File: src/rtl/stim_reset_sequencer_if.sv
// Bring-up control bundle between the start/abort controller and the
// stim_reset_sequencer.
//   master : drives start/abort, observes the sequencer outputs (bench or top level)
//   slave  : the sequencer itself
//   start, abort        run request / cancel
//   en_div2, en_div4    free-running clock enables
//   rst_out             active-high synchronous reset for the DUT
//   temp[3:0]           stimulus value for the DUT
//   busy, done          run in progress / one-cycle completion pulse
//   cycle_cnt[CW-1:0]   busy cycles elapsed in the current or last run
interface stim_reset_sequencer_if #(
  parameter int CW = 8
);
  logic          start;
  logic          abort;
  logic          en_div2;
  logic          en_div4;
  logic          rst_out;
  logic [3:0]    temp;
  logic          busy;
  logic          done;
  logic [CW-1:0] cycle_cnt;

  modport master (
    output start, abort,
    input  en_div2, en_div4, rst_out, temp, busy, done, cycle_cnt
  );

  modport slave (
    input  start, abort,
    output en_div2, en_div4, rst_out, temp, busy, done, cycle_cnt
  );
endinterface

File: src/rtl/stim_reset_sequencer.sv
// Sequencer for DUT bring-up. After a start request it holds the DUT in reset
// for RST_CYCLES cycles, steps the stimulus 0000 -> 0011 -> 1100 (STEP_CYCLES
// each), then lets the DUT run until TIMEOUT busy cycles have elapsed and
// pulses done. A free-running 2-bit divider supplies /2 and /4 clock enables.
//   clk    rising-edge clock
//   rst_n  asynchronous active-low reset
//   bus    stim_reset_sequencer_if slave modport (start/abort in, everything else out)
// Every output is decoded from registered state only.
module stim_reset_sequencer #(
  parameter int RST_CYCLES  = 3,
  parameter int STEP_CYCLES = 2,
  parameter int TIMEOUT     = 20,
  parameter int CW          = 8
) (
  input  logic                    clk,
  input  logic                    rst_n,
  stim_reset_sequencer_if.slave   bus
);

  localparam int StimLen  = 3 * STEP_CYCLES;
  localparam int PhaseMax = (RST_CYCLES > StimLen) ? RST_CYCLES : StimLen;
  localparam int PW       = $clog2(PhaseMax + 1);

  // Reject parameter sets that would leave RUN with no cycles or overflow cycle_cnt.
  if (RST_CYCLES < 1) begin : gBadRst
    $error("RST_CYCLES must be at least 1");
  end
  if (STEP_CYCLES < 1) begin : gBadStep
    $error("STEP_CYCLES must be at least 1");
  end
  if (TIMEOUT < RST_CYCLES + 3 * STEP_CYCLES + 1) begin : gBadTimeout
    $error("TIMEOUT too short for reset and stimulus phases");
  end
  if (TIMEOUT > (1 << CW)) begin : gBadWidth
    $error("cycle_cnt width CW too small for TIMEOUT");
  end

  typedef enum logic [2:0] {
    IDLE,
    RESET,
    STIM,
    RUN,
    DONE
  } state_e;

  state_e        state_q, state_d;
  logic [PW-1:0] phase_q, phase_d;
  logic [CW-1:0] cycleCnt_q, cycleCnt_d;
  logic [1:0]    divCnt_q;
  logic [3:0]    tempDec;

  // Free-running divider; it never looks at the FSM so the enables keep their
  // phase across runs and aborts.
  always_ff @(posedge clk or negedge rst_n) begin
    if (!rst_n) begin
      divCnt_q <= '0;
    end else begin
      divCnt_q <= divCnt_q + 2'd1;
    end
  end

  // State, in-phase position and the busy-cycle counter.
  always_ff @(posedge clk or negedge rst_n) begin
    if (!rst_n) begin
      state_q    <= IDLE;
      phase_q    <= '0;
      cycleCnt_q <= '0;
    end else begin
      state_q    <= state_d;
      phase_q    <= phase_d;
      cycleCnt_q <= cycleCnt_d;
    end
  end

  // Next-state logic. cycle_cnt advances only when the next cycle is still
  // busy, so it stops at TIMEOUT-1 on completion and keeps its value on abort.
  always_comb begin
    state_d    = state_q;
    phase_d    = phase_q;
    cycleCnt_d = cycleCnt_q;
    unique case (state_q)
      IDLE: begin
        if (bus.start && !bus.abort) begin
          state_d    = RESET;
          phase_d    = '0;
          cycleCnt_d = '0;
        end
      end
      RESET: begin
        if (bus.abort) begin
          state_d = IDLE;
          phase_d = '0;
        end else begin
          cycleCnt_d = cycleCnt_q + CW'(1);
          if (phase_q == PW'(RST_CYCLES - 1)) begin
            state_d = STIM;
            phase_d = '0;
          end else begin
            phase_d = phase_q + PW'(1);
          end
        end
      end
      STIM: begin
        if (bus.abort) begin
          state_d = IDLE;
          phase_d = '0;
        end else begin
          cycleCnt_d = cycleCnt_q + CW'(1);
          if (phase_q == PW'(StimLen - 1)) begin
            state_d = RUN;
            phase_d = '0;
          end else begin
            phase_d = phase_q + PW'(1);
          end
        end
      end
      RUN: begin
        if (bus.abort) begin
          state_d = IDLE;
        end else if (cycleCnt_q == CW'(TIMEOUT - 1)) begin
          state_d = DONE;
        end else begin
          cycleCnt_d = cycleCnt_q + CW'(1);
        end
      end
      DONE: begin
        state_d = IDLE;
      end
      default: begin
        state_d = IDLE;
        phase_d = '0;
      end
    endcase
  end

  // Stimulus decode: the STIM phase position selects one of three steps;
  // RUN and DONE keep the last step on the DUT inputs.
  always_comb begin
    tempDec = 4'b0000;
    unique case (state_q)
      STIM: begin
        if (phase_q < PW'(STEP_CYCLES)) begin
          tempDec = 4'b0000;
        end else if (phase_q < PW'(2 * STEP_CYCLES)) begin
          tempDec = 4'b0011;
        end else begin
          tempDec = 4'b1100;
        end
      end
      RUN, DONE: tempDec = 4'b1100;
      default:   tempDec = 4'b0000;
    endcase
  end

  assign bus.en_div2   = divCnt_q[0];
  assign bus.en_div4   = &divCnt_q;
  assign bus.rst_out   = (state_q == RESET);
  assign bus.busy      = (state_q == RESET) || (state_q == STIM) || (state_q == RUN);
  assign bus.done      = (state_q == DONE);
  assign bus.temp      = tempDec;
  assign bus.cycle_cnt = cycleCnt_q;

endmodule
File: src/flat_wrapper.sv
// flat-port wrapper written by rule: the top's interface ports become plain ports
module stim_reset_sequencer_flat 
#(
  parameter int RST_CYCLES  = 3,
  parameter int STEP_CYCLES = 2,
  parameter int TIMEOUT     = 20,
  parameter int CW          = 8
)
  (clk, rst_n, bus_start, bus_abort, bus_en_div2, bus_en_div4, bus_rst_out, bus_temp, bus_busy, bus_done, bus_cycle_cnt);
  stim_reset_sequencer_if #(.CW(CW)) bus_i ();
  input  logic clk;
  input  logic rst_n;
  input wire logic [$bits(bus_i.start)-1:0] bus_start;
  input wire logic [$bits(bus_i.abort)-1:0] bus_abort;
  output wire logic [$bits(bus_i.en_div2)-1:0] bus_en_div2;
  output wire logic [$bits(bus_i.en_div4)-1:0] bus_en_div4;
  output wire logic [$bits(bus_i.rst_out)-1:0] bus_rst_out;
  output wire logic [$bits(bus_i.temp)-1:0] bus_temp;
  output wire logic [$bits(bus_i.busy)-1:0] bus_busy;
  output wire logic [$bits(bus_i.done)-1:0] bus_done;
  output wire logic [$bits(bus_i.cycle_cnt)-1:0] bus_cycle_cnt;
  assign bus_i.start = bus_start;
  assign bus_i.abort = bus_abort;
  assign bus_en_div2 = bus_i.en_div2;
  assign bus_en_div4 = bus_i.en_div4;
  assign bus_rst_out = bus_i.rst_out;
  assign bus_temp = bus_i.temp;
  assign bus_busy = bus_i.busy;
  assign bus_done = bus_i.done;
  assign bus_cycle_cnt = bus_i.cycle_cnt;
  stim_reset_sequencer #(.RST_CYCLES(RST_CYCLES), .STEP_CYCLES(STEP_CYCLES), .TIMEOUT(TIMEOUT), .CW(CW)) u_core (.clk(clk), .rst_n(rst_n), .bus(bus_i));
endmodule
File: config.mk
export PLATFORM = sky130hd
export DESIGN_NAME = stim_reset_sequencer_flat
export DESIGN_NICKNAME = d
export VERILOG_FILES = /design/src/rtl/stim_reset_sequencer_if.sv /design/src/rtl/stim_reset_sequencer.sv /design/src/flat_wrapper.sv
export SDC_FILE = /design/constraint.sdc
export NUM_CORES = 1
export LEC_CHECK = 0
export ABC_AREA = 1
export CAP_MARGIN = 20
export CORE_MARGIN = 1.5
export CORE_UTILIZATION = 45
export CTS_CLUSTER_SIZE = 10
export DETAILED_ROUTE_END_ITERATION = 8
export DONT_BUFFER_PORTS = 1
export GPL_TIMING_DRIVEN = 0
export HOLD_SLACK_MARGIN = 0.15
export PLACE_DENSITY = 0.65
export SLEW_MARGIN = 20
export SYNTH_ARGS = -nofsm -noshare
export SYNTH_HDL_FRONTEND = slang
export SYNTH_SLANG_ARGS = --single-unit
File: constraint.sdc
create_clock -name clk -period 2.1 [get_ports clk]
set_clock_uncertainty 0.05 [all_clocks]
set_input_delay 0.63 -clock clk [delete_from_list [all_inputs] [get_ports clk]]
set_output_delay 0.63 -clock clk [all_outputs]
set_load 0.05 [all_outputs]
**Word level (Yosys, flattened, before mapping)**

Index checks and enable logic that the tools add are counted.

- Add/subtract/negate cells: 3
- Divide/modulo/power cells: 0
- Shift operators: 0
- Equal/unequal tests: 14
- Order comparisons: 2
- Bitwise operators: 1
- Reductions and logical operators: 12
- Muxes and demuxes: 22
- $mul: 0

Operator list:

| cell | number |
|---|---|
| $mux W3 | 12 |
| $mux W8 | 4 |
| $pmux W3 S4 | 2 |
| $pmux W8 S3 | 1 |
| $eq A3 B2 Y1 const B | 3 |
| $ne A3 B2 Y1 const B | 3 |
| $add A8 B1 Y8 const B | 1 |
| $eq A8 B5 Y1 const B | 1 |
| $mux W4 | 2 |
| $pmux W4 S2 | 1 |
| $eq A3 B3 Y1 const B | 2 |
| $ne A2 B2 Y1 const B | 3 |
| $reduce_and A5 Y1 | 1 |
| $reduce_and A2 Y1 | 2 |
| $reduce_and A4 Y1 | 1 |
| $reduce_or A2 Y1 | 2 |
| $add A3 B1 Y3 const B | 1 |
| $eq A3 B1 Y1 const B | 1 |
| $logic_not A3 Y1 | 1 |
| $lt A3 B2 Y1 const B | 1 |
| $lt A3 B3 Y1 const B | 1 |
| $reduce_bool A3 Y1 | 1 |
| $add A2 B1 Y2 const B | 1 |
| $logic_or A1 B1 Y1 | 2 |
| 4 further kinds | 4 |

- Logic and storage cells: 58
- RAM bits: 0
- Output and inout port bits: 17
- Memories kept: 0
- Register bits: 16
- ROM bits: 0
- Bits in latches: 0
- Bits of input ports: 4

**Logic depth before layout (Yosys ltp)**

Gate-level depths: netlist (run 1).

- Depth after elaboration: 4
- Depth in mapped cells: 8
- Mapped depth without buffers: 8

**Worst setup path after synthesis (run 1)**

OpenSTA, ideal clock, no wires.

- Path kind: reg-to-output
- Start point: register u_core.state_q[2]
- End point: output bus_temp[3]
- Arrival time: 2,780 ps
- Stages on the path, launching flop included: 6
- Path slack: -1,360 ps
- Path through: dfrtp_1 inv_2 nor3_1 nor2_1 o21ai_0 buf_4

- Word-level cells in the longest chain between the ends: 3
- Elaborated cells on any way between the ends: 5
- Classes of those cells: eq/ne (3); mux (1); reduce/logical (1)

RTL lines:

| element | line | text |
|---|---|---|
| start, declared | stim_reset_sequencer.sv:46 | `state_e state_q, state_d;` |
| start signal, assigned | stim_reset_sequencer.sv:69 | `state_q <= state_d;` |
| $eq A3 B3 Y1 | -- |  |
| via bus_done | flat_wrapper.sv:20 | `output wire logic [$bits(bus_i.done)-1:0] bus_done;` |
| $reduce_or A2 Y1 (no source line) | -- |  |
| $pmux W4 S2 | stim_reset_sequencer.sv:140 | `unique case (state_q)` |
| end, declared | flat_wrapper.sv:18 | `output wire logic [$bits(bus_i.temp)-1:0] bus_temp;` |

The timed path passes the listed nets, and every way through them passes these cells.

**Worst setup path in the final report (run 1)**

- Start point: register u_core.state_q[0]
- End point: output bus_temp[3]

The elaborated chain is that of the path after synthesis.

==> results.yml, run 1 <==
status:
  outcome: "finished with violations"
  violations: "negative setup slack"
clocking:
  numCtsBuffers: 3
  cts.sinks: 16
  htree_levels: 1
  tritoncts: "yes"
  clk_path_buf_depth: 2
  clk_latency_ps: 290
  root_buffer: "clkbuf_4"
  cts.reportedPaths.clkPinSlew_ps: 100
die:
  die_area_mm2: 0.002549
  core_mm2: 0.002170
  io_pins: 21
  die_h_um: 50.49
  chipWidth_um: 50.49
  start_util_pct: 46.77
  row_count: 17
critical_path:
  crit_path_start_kind: "register"
  worstSetupEndpointType: "output port"
  crit_buf_inv: 1
  criticalPathCategory: "reg -> out"
  slowest_stage: "nor3_4"
  critical_path_required_ps: 1420
  crit_path_max_incr_delay_ps: 600
  cpLargestDelayFamily: "simple AND/OR/NAND/NOR gates"
  cp.arrival_ps: 1820
  cp_max_fo: 2
  path_cells: "nor3_4, nor2_4, o21ai_4, buf_6"
sta:
  post-route-period-util_pct: 119.2
  worstMarginPinSlew_ps: 807.9
  rsz0062_at_grt: "yes"
  holdWs_ps: 442.6
  relSlewSlack_pct: 45.96
  timing.final.ws_setup_ps: -403.8
  timing.fmax_ghz: 0.3994
  setup_violations: 5
  hold_viol_final: 0
  slew_violations: 0
  fin_crit_ps: 2504
detailed_routing:
  vias: 979
  wl_mm: 2.433
  ant_nets: 0
  vias_per_cell: 5.350
  drt_iter0_drc: 27
  routedWlPerCell_um: 13.30
  drc_errors: 0
  drt_pass1_iterations: 4
pwr:
  power.density_mw_per_mm2: 1147
  netSwitchingFraction_pct: 51.02
  p_clk_share_pct: 14.8
  switching_power_uw: 737.8
  pwr-share-comb_pct: 49.7
  p_leak_uw: 0.0005928
  ir_drop_mv: 0.6133
  seqPwrFrac_pct: 35.5
  intPower_uw: 708.3
logic_synthesis:
  synth_nets: 147
  syn_avg_cell_area_um2: 7.300
  synthArstFlopShare_pct: 100.0
  synth_edf_count: 0
  yosysSeqAreaShare_pct: 39.46
  ys_types: 23
  yosysTopAreaCell: "dfrtp_1"
  syn_area_mm2: 0.001015
  ys_seq_elements: 16
  netlist.area_leader.share_pct: 39.46
  synth_cells: 139
  synthTopCellsByArea: "dfrtp_1 39%, nand2_1 14%, inv_1 6.3%"
  yosysWarnings: 0
  ys.flop_type: "dfrtp_1"
place:
  dp_slack_ps: -426.4
  io_buffer_count: 0
  gp_congestion: 0.8438
  hpwl_mm: 1.650
  dpl_cell_area_mm2: 0.001081
  dpl.cell_count: 167
global_route:
  track_usage_pct: 21.63
  overflow: 0
  grt_use_met3_pct: 3.274
  grt_max_degree: 17
  antenna_found_initial: 0
  grtUsageMet2_pct: 36.84
  grt_first_pass_wirelength_mm: 4.119
  grt_pass1_vias: 944
  grt_use_met1_pct: 25.52
  busiest_layer: "met2"
cells_and_area:
  antenna_cells: 0
  fin_nets: 164
  stdcell_count: 183
  synthToLayoutAreaGrowth_pct: 24.29
  drive_above_1_share_pct: 27.74
  finalInstanceArea_mm2: 0.001261
hold_path:
  hp-class: "in -> reg"
flow_run:
  drv_cap: 0
Yosys cell counts (2+ instances only):
cell type	count
dfrtp_1	16
inv_1	17
xor2_1	2
buf_4	2
nand3_1	12
o21ai_0	9
nor2_1	12
nand4_1	8
nor3_1	4
nand2_1	38
inv_2	2
ha_1	4
nor2_2	3
registers in the layout, indices dropped and copies added (netlist names):
name,count
u_core.bus.cycle_cnt,8
u_core.phase_q,3
u_core.state_q,3
u_core.divCnt_q,2
tightest hold or removal path: cells and delay by family:
kind          cells  cell delay (ps)
buf+inv           1               50
simple gates      2               80
stage by stage:
step           TNS (ps)  power [uW]  util, %
2_1_floorplan    -292.5       983.0        -
3_3_place_gp     -579.2        1061    49.83
3_5_place_dp     -677.7        1078    49.83
4_1_cts           -1048        1415    56.75
5_1_grt           -1355        1537    58.13
6_report          -1130        1446    58.13
power groups by stage:
stage	registers (uW)	logic [uW]	clock network, uW
after floorplan	512	471	0
after global routing	522	783	231
after global placement	530	531	0
final	513	718	214
after CTS	508	684	223
after detailed placement	533	545	0
timing repair:
item                       4_1_cts  5_1_grt
setup endpoints to repair        7       12
hold endpoints to repair        16        0
setup buffers                    8        3
pin swaps                        5        4
resized for setup               14        4
hold buffers                     1        0
worst paths after layout:
check	startpoint	to	slack [ps]	depth (start not counted)
hold / removal	bus_abort	u_core.state_q[2]$_DFFE_PN0P_	440	3
min in group asynchronous	rst_n	u_core.bus.cycle_cnt[1]$_DFFE_PN0P_	810	1
max in group asynchronous	rst_n	u_core.state_q[0]$_DFFE_PN0P_	640	1
setup reg to reg	u_core.bus.cycle_cnt[1]$_DFFE_PN0P_	u_core.bus.cycle_cnt[7]$_DFFE_PN0P_	320	8
setup / recovery	u_core.state_q[0]$_DFFE_PN0P_	bus_temp[3]	-400	4
hold reg to reg	u_core.divCnt_q[1]$_DFF_PN0_	u_core.divCnt_q[1]$_DFF_PN0_	450	1
layout by cell type, fill, tap and decap left out, types with 2 or more instances in the layout:
| cell | synthesis | layout |
|---|---|---|
| nor3_4 | 0 | 3 |
| buf_4 | 2 | 11 |
| nor2_2 | 3 | 3 |
| dfrtp_2 | 0 | 6 |
| xor2_1 | 2 | 2 |
| dfrtp_1 | 16 | 10 |
| buf_6 | 1 | 3 |
| o21ai_0 | 9 | 8 |
| nand2_1 | 38 | 38 |
| inv_2 | 2 | 3 |
| nor3_1 | 4 | 2 |
| nand3_1 | 12 | 12 |
| ha_1 | 4 | 3 |
| inv_1 | 17 | 15 |
| nor2_4 | 0 | 3 |
| clkbuf_4 | 0 | 3 |
| nor2_1 | 12 | 9 |
| nand4_1 | 8 | 8 |
kinds of logic after synthesis:
logic type	share of synthesized area, %
buffers and inverters	9.617
AND/OR/NAND/NOR	36.13
flip-flops	39.46
AO/OA/AOI/OAI	8.138
XOR/XNOR	1.727
adder cells (fa/ha/maj)	4.932
layout make-up:
| cell class | instances | area (um2) |
|---|---|---|
| sequential | 16 | 407.9 |
| clock buffer | 4 | 36.28 |
| buffer | 3 | 33.78 |
| tap | 28 | 35.03 |
| inverter | 19 | 73.82 |
| fill | 192 | 908.4 |
| multi-input combinational | 101 | 581.8 |
| timing repair buffer | 12 | 92.59 |
routing by layer:
| layer | part of all wire, % | vias up |
|---|---|---|
| met2 | 48 | 40 |
| met1 | 43 | 443 |
| met5 | 0 | - |
| met4 | 3.4 | 0 |
| met3 | 5.4 | 12 |
| li1 | - | 484 |
(Power assumes the default switching activity.)
==> run 2, diff against run 1 <==
Settings changed: DONT_BUFFER_PORTS 1 to default, PLACE_DENSITY 0.65 to 0.77.
==> results.yml, run 2 (synthesis results as in run 1) <==
die:
  io_pins: 21
  core_mm2: 0.002170
  die_area_mm2: 0.002549
  chipWidth_um: 50.49
  row_count: 17
  start_util_pct: 46.77
  die_h_um: 50.49
cells_and_area:
  antenna_cells: 0
  largest_reg_flops: 8
  fin_nets: 177
  final_common_cell: "nand2_1"
  drive_above_1_share_pct: 22.75
  fin_util_pct: 62.69
  finalInstanceArea_mm2: 0.001360
  mostFrequentLayoutCells: "38 x nand2_1, 16 x inv_1, 13 x dfrtp_1, 12 x nand3_1, 10 x dlygate4sd2_1"
  synthToLayoutAreaGrowth_pct: 34.03
pwr:
  seqPwrFrac_pct: 31.9
  intPower_uw: 705.0
  p_clk_share_pct: 11.3
  switching_power_uw: 709.5
  pwr-share-comb_pct: 56.9
  ir_drop_mv: 0.6660
  netSwitchingFraction_pct: 50.16
  p_leak_uw: 0.0006823
  power.density_mw_per_mm2: 1040
clocking:
  postCtsHoldBufs: 0
  clk_path_buf_depth: 2
  tritoncts: "yes"
  cts.reportedPaths.clkPinSlew_ps: 90
  clk_latency_ps: 280
  htree_levels: 1
  cts.sinks: 16
  numCtsBuffers: 3
  root_buffer: "clkbuf_4"
sta:
  hold_viol_final: 0
  fin_crit_ps: 2200
  relSlewSlack_pct: 51.30
  holdWs_ps: 398.7
  rsz0062_at_grt: "yes"
  timing.fmax_ghz: 0.4546
  setup_violations: 1
  worstMarginPinSlew_ps: 728.2
  slew_violations: 0
  timing.final.ws_setup_ps: -99.74
  post-route-period-util_pct: 104.7
status:
  outcome: "finished with violations"
  violations: "negative setup slack"
global_route:
  antenna_found_initial: 0
  busiest_layer: "met2"
  grtUsageMet2_pct: 32.89
  track_usage_pct: 19.51
  grt_use_met3_pct: 2.679
  grt_use_met1_pct: 24.67
  grt_pass1_vias: 897
  grt_first_pass_wirelength_mm: 3.753
  grt_max_degree: 17
  overflow: 0
critical_path:
  slowest_stage: "dfrtp_2"
  criticalPathCategory: "reg -> out"
  critical_path_required_ps: 1420
  cp_max_fo: 6
  crit_path_max_incr_delay_ps: 430
  path_common_cell: "nor2_2"
  crit_path_start_kind: "register"
  path_cells: "buf_6, nand2_1, nor2_2, nor2_2, o21ai_2, buf_4, buf_8"
  reg2reg_depth: 8
  worstSetupEndpointType: "output port"
  cp.arrival_ps: 1520
place:
  io_buffer_count: 20
  gp_congestion: 0.8157
  hpwl_mm: 1.641
  dpl_cell_area_mm2: 0.001281
detailed_routing:
  drt_pass1_iterations: 4
  vias: 1000
  vias_per_cell: 5.128
  ant_nets: 0
  wl_mm: 2.283
  routedWlPerCell_um: 11.71
  drc_errors: 0
  drt_iter0_drc: 18
flow_run:
  drv_cap: 0
hold_path:
  hp-class: "reg -> reg"
  hold_depth: 1
run 2: stage by stage:
step	setup slack, ps	std cells	total power, uW	TNS (ps)
3_5_place_dp	-661.7	187	1189	-3078
6_report	-99.74	195	1415	-99.74
5_1_grt	-139.1	195	1517	-204.5
2_1_floorplan	-292.5	139	983.0	-292.5
3_3_place_gp	-601.9	187	1170	-2849
4_1_cts	-109.9	192	1367	-113.4
run 2: path summary, 6_finish.rpt:
kind / end / slack [ps] / startpoint
min reg2reg: u_core.divCnt_q[0]$_DFF_PN0_ / 400 / u_core.divCnt_q[0]$_DFF_PN0_
min in group asynchronous: u_core.bus.cycle_cnt[4]$_DFFE_PN0P_ / 730 / rst_n
max reg2reg: u_core.bus.cycle_cnt[3]$_DFFE_PN0P_ / 600 / u_core.bus.cycle_cnt[0]$_DFFE_PN0P_
max in group asynchronous: u_core.state_q[1]$_DFFE_PN0P_ / 770 / rst_n
min: u_core.divCnt_q[0]$_DFF_PN0_ / 400 / u_core.divCnt_q[0]$_DFF_PN0_
max: bus_temp[3] / -100 / u_core.state_q[1]$_DFFE_PN0P_
run 2: worst max-delay path, delay by kind of cell, from the launching register on:
kind	cells	cell delay (ps)
flip-flops	1	430
buffers and inverters	3	420
AND/OR/NAND/NOR	3	290
AO/OA/AOI/OAI	1	90
run 2: power groups by stage:
stage	sequential, uW	clock (uW)	combinational (uW)
3_3_place_gp	451	0	719
6_report	451	159	805
3_5_place_dp	456	0	733
5_1_grt	460	173	883
4_1_cts	448	163	755
2_1_floorplan	512	0	471
run 2: per-layer routing:
layer	up-vias	part of all wire, %
li1	508	-
met1	465	46
met2	25	50
met3	2	3.9
met4	0	0.61
met5	-	0
run 2: cell type report:
type / count / area, um2
well taps: 28 / 35.03
repair buffers: 25 / 230.2
inverters: 19 / 71.32
plain buffers: 3 / 30.03
fillers: 202 / 809.5
clock buffers: 3 / 22.52
multi-input cells: 101 / 566.8
flip-flops and latches: 16 / 404.1
run 2: what timing repair did:
item,4_1_cts,5_1_grt
buffers inserted,2,3
resized for setup,61,8
pin swaps,4,1
endpoints found under the hold margin,0,0
endpoints found under the setup margin,17,7
